$ cat config.mk
export PLATFORM = sky130hd
export DESIGN_NAME = stream_rr_arbiter
export DESIGN_NICKNAME = d
export VERILOG_FILES = /design/src/rtl/stream_rr_arbiter.sv
export SDC_FILE = /design/constraint.sdc
export NUM_CORES = 1
export LEC_CHECK = 0
export ABC_AREA = 1
export CAP_MARGIN = 40
export CORE_ASPECT_RATIO = 1.1
export CORE_MARGIN = 1
export CORE_UTILIZATION = 30
export CTS_BUF_LIST = sky130_fd_sc_hd__clkbuf_8
export DETAILED_ROUTE_END_ITERATION = 8
export PLACE_DENSITY = 0.78
export SLEW_MARGIN = 25
export SYNTH_ARGS = -nofsm -noshare
export SYNTH_HDL_FRONTEND = slang
export SYNTH_SLANG_ARGS = --single-unit
$ cat constraint.sdc
create_clock -name clk -period 1.5 [get_ports clk]
set_input_delay 0.375 -clock clk [delete_from_list [all_inputs] [get_ports clk]]
set_output_delay 0.375 -clock clk [all_outputs]
set_load 0.05 [all_outputs]
$ cat src/rtl/stream_rr_arbiter.sv
// Round-robin arbiter merging N stb/ack requester streams onto one output stream.
// Each transfer walks IDLE -> ACCEPT -> SEND; every output comes straight from a register.
module stream_rr_arbiter #(
    parameter int N     = 4,
    parameter int WIDTH = 32,
    localparam int GW   = (N > 1) ? $clog2(N) : 1
) (
    input  logic               clk,
    input  logic               rst,
    input  logic [N*WIDTH-1:0] in_data,
    input  logic [N-1:0]       in_stb,
    output logic [N-1:0]       in_ack,
    output logic [WIDTH-1:0]   out_data,
    output logic               out_stb,
    input  logic               out_ack,
    output logic [GW-1:0]      grant,
    output logic               busy,
    input  logic [N-1:0]       port_mask
);

    typedef enum logic [1:0] {
        IDLE   = 2'd0,
        ACCEPT = 2'd1,
        SEND   = 2'd2
    } state_t;

    state_t             state_r, state_s;
    logic [GW-1:0]      ptr_r, ptr_s;
    logic [GW-1:0]      grant_r, grant_s;
    logic [N-1:0]       in_ack_r, in_ack_s;
    logic               out_stb_r, out_stb_s;
    logic [WIDTH-1:0]   out_data_r, out_data_s;
    logic               busy_r, busy_s;
    logic [N-1:0]       elig_s;
    logic [GW-1:0]      winner_s;

    // First set bit of elig found scanning upward from ptr, wrapping at N.
    function automatic logic [GW-1:0] rr_pick(input logic [N-1:0] elig, input logic [GW-1:0] ptr);
        logic [GW-1:0] win;
        logic          found;
        int            idx;
        win   = {GW{1'b0}};
        found = 1'b0;
        for (int i = 0; i < N; i++) begin
            idx = int'(ptr) + i;
            idx = (idx >= N) ? idx - N : idx;
            if (!found && elig[idx]) begin
                win   = GW'(idx);
                found = 1'b1;
            end
        end
        return win;
    endfunction

    // Eligibility and round-robin winner for the IDLE selection.
    always_comb begin
        elig_s   = in_stb & port_mask;
        winner_s = rr_pick(elig_s, ptr_r);
    end

    // Next-state and next-output logic.
    always_comb begin
        state_s    = state_r;
        ptr_s      = ptr_r;
        grant_s    = grant_r;
        in_ack_s   = {N{1'b0}};
        out_stb_s  = 1'b0;
        out_data_s = out_data_r;
        case (state_r)
            IDLE: begin
                if (elig_s != {N{1'b0}}) begin
                    state_s  = ACCEPT;
                    grant_s  = winner_s;
                    in_ack_s = {{(N-1){1'b0}}, 1'b1} << winner_s;
                end else begin
                    state_s  = IDLE;
                end
            end
            ACCEPT: begin
                state_s    = SEND;
                out_stb_s  = 1'b1;
                out_data_s = in_data[int'(grant_r)*WIDTH +: WIDTH];
            end
            SEND: begin
                // out_ack only matters here; elsewhere it is never looked at.
                if (out_ack) begin
                    state_s = IDLE;
                    ptr_s   = (grant_r == GW'(N-1)) ? {GW{1'b0}} : grant_r + GW'(1);
                end else begin
                    out_stb_s = 1'b1;
                end
            end
            default: begin
                state_s = IDLE;
            end
        endcase
        busy_s = (state_s != IDLE);
    end

    // State and output registers; reset aborts any transfer in flight.
    always_ff @(posedge clk or negedge rst) begin
        if (!rst) begin
            state_r    <= IDLE;
            ptr_r      <= {GW{1'b0}};
            grant_r    <= {GW{1'b0}};
            in_ack_r   <= {N{1'b0}};
            out_stb_r  <= 1'b0;
            out_data_r <= {WIDTH{1'b0}};
            busy_r     <= 1'b0;
        end else begin
            state_r    <= state_s;
            ptr_r      <= ptr_s;
            grant_r    <= grant_s;
            in_ack_r   <= in_ack_s;
            out_stb_r  <= out_stb_s;
            out_data_r <= out_data_s;
            busy_r     <= busy_s;
        end
    end

    assign in_ack   = in_ack_r;
    assign out_stb  = out_stb_r;
    assign out_data = out_data_r;
    assign grant    = grant_r;
    assign busy     = busy_r;

endmodule
; ---- After elaboration in Yosys (flattened, before gate mapping)
; Cells that the tools add are included.
; Widths: inputs -> output; s select.
[totals]
latchBits = 0
memories = 0
regBits = 44
word_cells = 71
ramBits = 0
romBits = 0
output_inout_bits = 40
[classes]
eq_ne = 3
order_cmp = 8
mux = 31
shifts = 2
addsub = 8
reduce_logical = 11
n_bitwise = 1
n_mul = 0
div = 0
[op_table]
columns = operator, n
row1 = $lt 32x4->1 const B, 4
row2 = $mux 32, 4
row3 = $shiftx 128x8->32, 1
row4 = $mux 1, 13
row5 = $mux 2, 6
row6 = $sub 3x3->4 const B, 3
row7 = $ge 3x3->1 const B, 3
row8 = $bmux 1 s2, 4
row9 = $mux 4, 2
row10 = $add 2x2->3 const B, 2
row11 = $pmux 2 s3, 1
row12 = $and 4x4->4, 1
row13 = $eq 2x2->1 const B, 2
row14 = $reduce_and 2->1, 2
row15 = $reduce_bool 4->1, 1
row16 = $shl 1x2->4 const A, 1
row17 = $sub 2x3->4 const B, 1
row18 = $add 2x1->3 const B, 1
row19 = $ge 2x3->1 const B, 1
row20 = $logic_and 1x1->1, 3
row21 = $logic_not 1->1, 3
row22 = $add 2x1->2 const B, 1
row23 = $eq 2x1->1 const B, 1
row24 = $logic_not 2->1, 1
row25 = other kinds (2), 2

; ---- Logic depth before layout (Yosys ltp)
; Gate-level depths: netlist (run 1).
[depth]
word_depth = 18
ltp_mapped = 13
mapped_depth_nobuf = 12

; ---- Worst setup path before layout (run 1)
; OpenSTA, ideal clock, no wires.
[synth_timing]
path_kind = register -> register
startpoint = reg grant_r[0] (netlist: grant[0])
endpoint = reg out_data_r[6] (netlist: out_data[6])
setup_ns = 0.082
t_required_ns = 1.418
arrival_time_ns = 1.486
path_buffers = 2
path_stages_with_launch = 7
period_less_slack_ns = 1.569
setup_slack_ns = -0.069
path_cell_list = dfrtp_1 -> buf_2 -> buf_2 -> nor2_1 -> nor2_1 -> o21ai_0 -> a31oi_1
[synth_via]
elab_chain_cells = 1
[synth_lines]
columns = item, line_no
row1 = start: declaration, 29  ; logic [GW-1:0] grant_r, grant_s;
row2 = start signal: assignment, 105  ; grant_r <= {GW{1'b0}};
row3 = start signal: assignment, 113  ; grant_r <= grant_s;
row4 = $shiftx 128x8->32, 82  ; out_data_s = in_data[int'(grant_r)*WIDTH +: WIDTH];
row5 = end signal: assignment, 108  ; out_data_r <= {WIDTH{1'b0}};
row6 = end signal: assignment, 116  ; out_data_r <= out_data_s;
row7 = end: declaration, 32  ; logic [WIDTH-1:0] out_data_r, out_data_s;
; No other way between the ends.
; A chain may end at the register's enable or synchronous reset.

; ---- Worst setup path in the final report (run 1)
[layout_timing]
startpoint = reg ptr_r[0]
endpoint = reg in_ack_r[1] (netlist: in_ack[1])
[layout_via]
elab_chain_cells = 18
word_cells_on_any_way = 43
cone_classes = add/sub (7) / order compare (4) / shift (1) / mux (25) / reduce/logical (6)
[layout_lines]
columns = item, line_no
row1 = start: declaration, 28  ; logic [GW-1:0] ptr_r, ptr_s;
row2 = start signal: assignment, 104  ; ptr_r <= {GW{1'b0}};
row3 = start signal: assignment, 112  ; ptr_r <= ptr_s;
row4 = "parallel branches: the longest is 14 deep, another holds $sub 3x3->4", --
row5 = $mux 2 *, 47  ; if (!found && elig[idx]) begin
row6 = $shl 1x2->4 *, 74  ; in_ack_s = {{(N-1){1'b0}}, 1'b1} << winner_s;
row7 = $mux 4 *, 71  ; if (elig_s != {N{1'b0}}) begin
row8 = $mux 4 *, 69  ; case (state_r)
row9 = named net in_ack_s[1], 30  ; logic [N-1:0] in_ack_r, in_ack_s;
row10 = end signal: assignment, 106  ; in_ack_r <= {N{1'b0}};
row11 = end signal: assignment, 114  ; in_ack_r <= in_ack_s;
row12 = end: declaration, 30
; Mark *: on every way through the listed nets, which the timed path passes. The select of a mux whose other input is x is not followed.

==> impl_metrics.env, run 1 <==
export IMPL_yosysWarningCount=0
export IMPL_r2r_cells=12
export IMPL_ys_seq_area_frac=0.376
export IMPL_wl_mm=10.2
export IMPL_antenna_found_initial=0
export IMPL_drive_gt1_frac=0.200
export IMPL_share_seq_of_total_power=0.203
export IMPL_powerDensity_nw_per_um2=2100
export IMPL_leakagePower_nw=2.51
export IMPL_syn_nets=582
export IMPL_cts_inserted_buffers=5
export IMPL_pin_count=179
export IMPL_dr_max_layer_used="met4"
export IMPL_dieArea_um2=10200
export IMPL_die_w_um=96.2
export IMPL_max_freq_mhz=687
export IMPL_core_area_um2=9400
export IMPL_gp_congestion=0.912
export IMPL_relSlewSlack=0.650
export IMPL_p_comb_frac=0.716
export IMPL_grt_pass1_vias=3538
export IMPL_grt_first_pass_wirelength_mm=15.7
export IMPL_grt_setup_unrepaired="true"
export IMPL_dr_pass1_iters=4
export IMPL_ys_top_cells_by_area="dfrtp_1 (38%), nor2_1 (21%), o21ai_0 (9.9%)"
export IMPL_critPathRequiredTime_ns=1.70
export IMPL_p_clk_frac=0.081
export IMPL_crit_type="register to register"
export IMPL_period_share=0.970
export IMPL_wl_per_cell_um=13.8
export IMPL_root_buffer="clkbuf_8"
export IMPL_clk_latency_ns=0.29
export IMPL_n_fill_cell=813
export IMPL_skew_ns=0.00971
export IMPL_drv_cap=0
export IMPL_switching_share=0.480
export IMPL_postCtsHoldBufs=0
export IMPL_grt_usage=0.197
export IMPL_fin_nets=767
export IMPL_wl_met2_mm=5.36
export IMPL_port_buffer_count=178
export IMPL_mappedNetlistArea_um2=2930
export IMPL_grt_overflow_total=0
export IMPL_final_common_cell="nor2_1"
export IMPL_ir_drop_uv=910
export IMPL_wl_met1_mm=3.84
export IMPL_area_delta_synth_final_pct=92.8
export IMPL_final_antenna_net_count=0
export IMPL_ys_seq_elements=44
export IMPL_grt_max_degree=37
export IMPL_n_antenna_cell=0
export IMPL_hp_class="input port to async pin"
export IMPL_switching_power_mw=5.71
export IMPL_synth_top_area_frac=0.376
export IMPL_outcome="complete, no violations"
export IMPL_crit_path_max_fanout=6
export IMPL_fin_util=0.601
export IMPL_drv_slew=0
export IMPL_setup_viol_count_final=0
export IMPL_fin_crit_ns=1.45
export IMPL_hpwlAfterDp_mm=7.78
export IMPL_syn_inst=438
export IMPL_ctsLongestPathBuffers=2
export IMPL_via_count=3655
export IMPL_final_hold_violation_count=0
export IMPL_arrival_ns=1.65
export IMPL_wl_met3_um=922
export IMPL_htree_levels=2
export IMPL_syn_avg_cell_area_um2=6.68
export IMPL_crit_path_start_kind="register"
export IMPL_p_int_mw=6.17
export IMPL_via_per_inst=4.93
export IMPL_dieHeight_um=106
export IMPL_tns_ns=0
export IMPL_clkSinkCount=44
export IMPL_ys_types=26
export IMPL_clk_pin_slew_ns=0.09
export IMPL_start_util=0.312
export IMPL_cts_tree="yes"
export IMPL_rows=37
export IMPL_drcViolationCount=0
export IMPL_layout_common_cells="nor2_1 (165), clkdlybuf4s50_1 (129), o21ai_0 (58), buf_12 (47), dfrtp_1 (40)"
export IMPL_drt_iter0_markers=139
export IMPL_cp_end_kind="register"
export IMPL_yosys_area_top_type="dfrtp_1"
export IMPL_max_slew_worst_pin_slew_ns=0.525
==> cell type report <==
type,count,area [µm²],area share
tap,117,146,0.0259
timing repair buffer,206,2500,0.443
multi-input combinational,350,1700,0.302
sequential,44,1110,0.196
clock inverter,2,38.8,0.00687
timing repair inverter,1,5.00,0.000887
inverter,15,61.3,0.0109
clock buffer,6,82.6,0.0146
==> cells in the mapped netlist <==
master,count
a21boi_0,1
nand4_1,4
o21ai_0,58
nand3_1,13
nor2_4,1
buf_6,2
nand3_2,4
a31oi_1,32
inv_1,11
a21boi_2,1
nor2_2,2
nand2_1,41
or2_2,1
o21ai_1,8
nor2_1,165
buf_2,6
dfrtp_1,44
ha_1,5
inv_2,4
o31ai_1,1
buf_1,2
clkbuf_1,19
o21bai_1,1
nand4_2,1
a21oi_1,2
nand2_2,9
==> final timing paths <==
check	from	end	slack, ns
setup / recovery	ptr_r[0]	in_ack[1]	0.05
hold / removal	rst	busy	0.04
setup reg to reg	ptr_r[0]	in_ack[1]	0.05
hold reg to reg	out_data[8]	out_data[8]	0.58
max in group asynchronous	rst	grant[0]	0.94
min in group clk	out_data[8]	out_data[8]	0.58
==> state kept, by name, indices dropped and copies added, names as in the netlist <==
register  cells
ptr_r         2
in_ack        4
busy          1
state_r       2
grant         2
out_stb       1
out_data     32
==> cell families after synthesis <==
group	count (synthesis)	share of synthesized area
flip-flops	44	0.376
AO/OA/AOI/OAI	104	0.196
buffers and inverters	44	0.0641
adder cells (fa/ha/maj)	5	0.0214
AND/OR/NAND/NOR	241	0.342
==> metal layers <==
| metal | GRT usage | vias up |
|---|---|---|
| met5 | 0 | - |
| met4 | 0.0512 | 0 |
| met3 | 0.0548 | 8 |
| met2 | 0.362 | 156 |
| met1 | 0.218 | 1682 |
| li1 | - | 1809 |
==> worst max-delay path, stage by stage, from the launching register on <==
cell     delay (ns)
dfrtp_2        0.47
buf_6          0.16
nand3_2        0.08
nand2_2        0.10
nand2_2        0.08
nand2_4        0.08
nand2_1        0.05
nand2_1        0.05
nand2_1        0.06
nand2_2        0.08
nand2_2        0.06
inv_2          0.07
nor2_2         0.03
==> power groups by stage <==
stage,clock [mW],combinational [mW],sequential [mW]
floorplan,0,2.91,3.86
global placement,0,7.99,2.42
detailed placement,0,8.16,2.45
CTS,0.991,8.23,2.40
global route,1.04,9.13,2.48
finish,0.964,8.50,2.41
==> metrics by stage <==
step / setup slack [ns] / power [mW] / area (µm²) / std cells / hold WS, ns
6_report: 0.0453 / 11.9 / 5650 / 741 / 0.0449
5_1_grt: -0.0447 / 12.6 / 5650 / 741 / 0.0768
4_1_cts: -0.00811 / 11.6 / 5490 / 733 / 0.0588
3_5_place_dp: -0.337 / 10.6 / 5360 / 724 / 0.386
3_3_place_gp: -0.311 / 10.4 / 5360 / 724 / 0.378
2_1_floorplan: 0.0491 / 6.77 / 2930 / 438 / 0.0794
==> what timing repair did <==
action | in CTS | in global routing
cloned | 0 | 2
buffers inserted | 1 | 6
endpoints found under the hold margin | 0 | 0
endpoints found under the setup margin | 3 | 7
resized for setup | 0 | 37
pin swaps | 1 | 8
(Power assumes the default switching activity.)
==> inputs of run 2 (changes only) <==
SETUP_SLACK_MARGIN = 0.02   (was not set)
==> impl_metrics.env, run 2 (synthesis results as in run 1) <==
export IMPL_clk_pin_slew_ns=0.09
export IMPL_r2r_cells=12
export IMPL_via_count=3655
export IMPL_leakagePower_nw=2.47
export IMPL_drv_cap=0
export IMPL_crit_path_max_fanout=6
export IMPL_ir_drop_uv=910
export IMPL_final_hold_violation_count=0
export IMPL_start_util=0.312
export IMPL_crit_top_cell="nand2_1"
export IMPL_hp_class="input port to async pin"
export IMPL_core_area_um2=9400
export IMPL_root_buffer="clkbuf_8"
export IMPL_die_w_um=96.2
export IMPL_hpwlAfterDp_mm=7.78
export IMPL_area_delta_synth_final_pct=91.7
export IMPL_via_per_inst=4.94
export IMPL_cts_inserted_buffers=5
export IMPL_grt_setup_unrepaired="true"
export IMPL_final_common_cell="nor2_1"
export IMPL_grt_first_pass_wirelength_mm=15.8
export IMPL_cp_num_cells=12
export IMPL_powerDensity_nw_per_um2=2110
export IMPL_drcViolationCount=0
export IMPL_crit_chain="buf_6 -> nand2_1 -> nand2_1 -> nand2_2 -> nand2_2 -> nand2_1 -> nand2_1 -> nand2_1 -> nand2_2 -> nand2_2 -> inv_2 -> nor2_2"
export IMPL_rows=37
export IMPL_clk_latency_ns=0.29
export IMPL_htree_levels=2
export IMPL_setup_viol_count_final=0
export IMPL_grt_max_degree=37
export IMPL_drt_iter0_markers=129
export IMPL_fin_nets=766
export IMPL_placed_cell_area_um2=5360
export IMPL_critPathSlowestCell="dfrtp_2"
export IMPL_port_buffer_count=178
export IMPL_dieHeight_um=106
export IMPL_critPathRequiredTime_ns=1.70
export IMPL_period_share=1.00
export IMPL_n_antenna_cell=0
export IMPL_crit_path_start_kind="register"
export IMPL_drv_slew=0
export IMPL_pin_count=179
export IMPL_cp_end_kind="register"
export IMPL_arrival_ns=1.70
export IMPL_wl_per_cell_um=13.8
export IMPL_wl_mm=10.2
export IMPL_outcome="complete, no violations"
export IMPL_final_area_um2=5610
export IMPL_dr_pass1_iters=4
export IMPL_postCtsHoldBufs=0
export IMPL_final_antenna_net_count=0
export IMPL_dieArea_um2=10200
export IMPL_numPlacedInstances=724
export IMPL_ctsLongestPathBuffers=2
export IMPL_skew_ns=0.0100
export IMPL_crit_buf_inv=2
export IMPL_grt_pass1_vias=3567
export IMPL_drive_gt1_frac=0.196
export IMPL_max_slew_worst_pin_slew_ns=0.528
export IMPL_layout_common_cells="nor2_1 (163), clkdlybuf4s50_1 (129), o21ai_0 (58), buf_12 (47), dfrtp_1 (39)"
export IMPL_crit_path_max_incr_delay_ns=0.46
export IMPL_antenna_found_initial=0
export IMPL_n_fill_cell=828
export IMPL_clkSinkCount=44
export IMPL_crit_type="register to register"
export IMPL_cts_tree="yes"
export IMPL_grt_usage=0.199
export IMPL_cpLargestDelayFamily="simple AND/OR/NAND/NOR gates"
export IMPL_largest_reg_flops=32
export IMPL_gp_congestion=0.912
export IMPL_fin_cells=740
export IMPL_max_freq_mhz=667
export IMPL_grt_overflow_total=0
export IMPL_relSlewSlack=0.648
export IMPL_fin_crit_ns=1.50
-- run 2: final cells by class --
type                    count  area, µm²  share of cell area
repair buffers            205       2480               0.442
well taps                 117        146              0.0261
repair inverters            1       5.00            0.000892
flip-flops and latches     44       1110               0.197
inverters                  15       61.3              0.0109
clock buffers               6       82.6              0.0147
multi-input cells         350       1690               0.301
clock inverters             2       38.8             0.00691
-- run 2: metal layers --
layer  part of all wire  vias to the layer above  track usage
li1                   -                     1807            -
met1               0.37                     1680        0.218
met5                  0                        -            0
met3              0.093                       10       0.0556
met2               0.52                      158        0.363
met4              0.012                        0       0.0554
-- run 2: power by group --
part / switching [mW] / internal [mW]
Combinational: 4.65 / 3.83
Clock: 0.420 / 0.545
Sequential: 0.632 / 1.78
Total: 5.70 / 6.15
-- run 2: stage by stage --
stage / power [mW] / util / hold WS (ns) / worst slack [ns] / TNS (ns)
global route: 12.6 / 0.597 / 0.0766 / -0.0741 / -0.324
CTS: 11.6 / 0.585 / 0.0588 / 0.00778 / 0
finish: 11.9 / 0.597 / 0.0453 / 0.000203 / 0
global placement: 10.4 / 0.571 / 0.378 / -0.311 / -1.78
floorplan: 6.77 / - / 0.0794 / 0.0491 / 0
detailed placement: 10.6 / 0.571 / 0.386 / -0.337 / -2.23
-- run 2: path summary, 6_finish.rpt --
path / start / to / slack (ns)
max in group asynchronous: rst / state_r[1] / 0.94
min in group clk: out_data[8] / out_data[8] / 0.58
worst min-delay path: rst / busy / 0.05
worst max-delay path: ptr_r[0] / in_ack[1] / 0.0002
worst max register to register: ptr_r[0] / in_ack[1] / 0.0002
worst min register to register: out_data[8] / out_data[8] / 0.58
-- run 2: what timing repair did --
action / CTS / global route
buffers inserted: 1 / 5
pin swaps: 5 / 11
setup endpoints to repair: 5 / 7
gates resized for setup: 8 / 25
gates cloned: 0 / 2
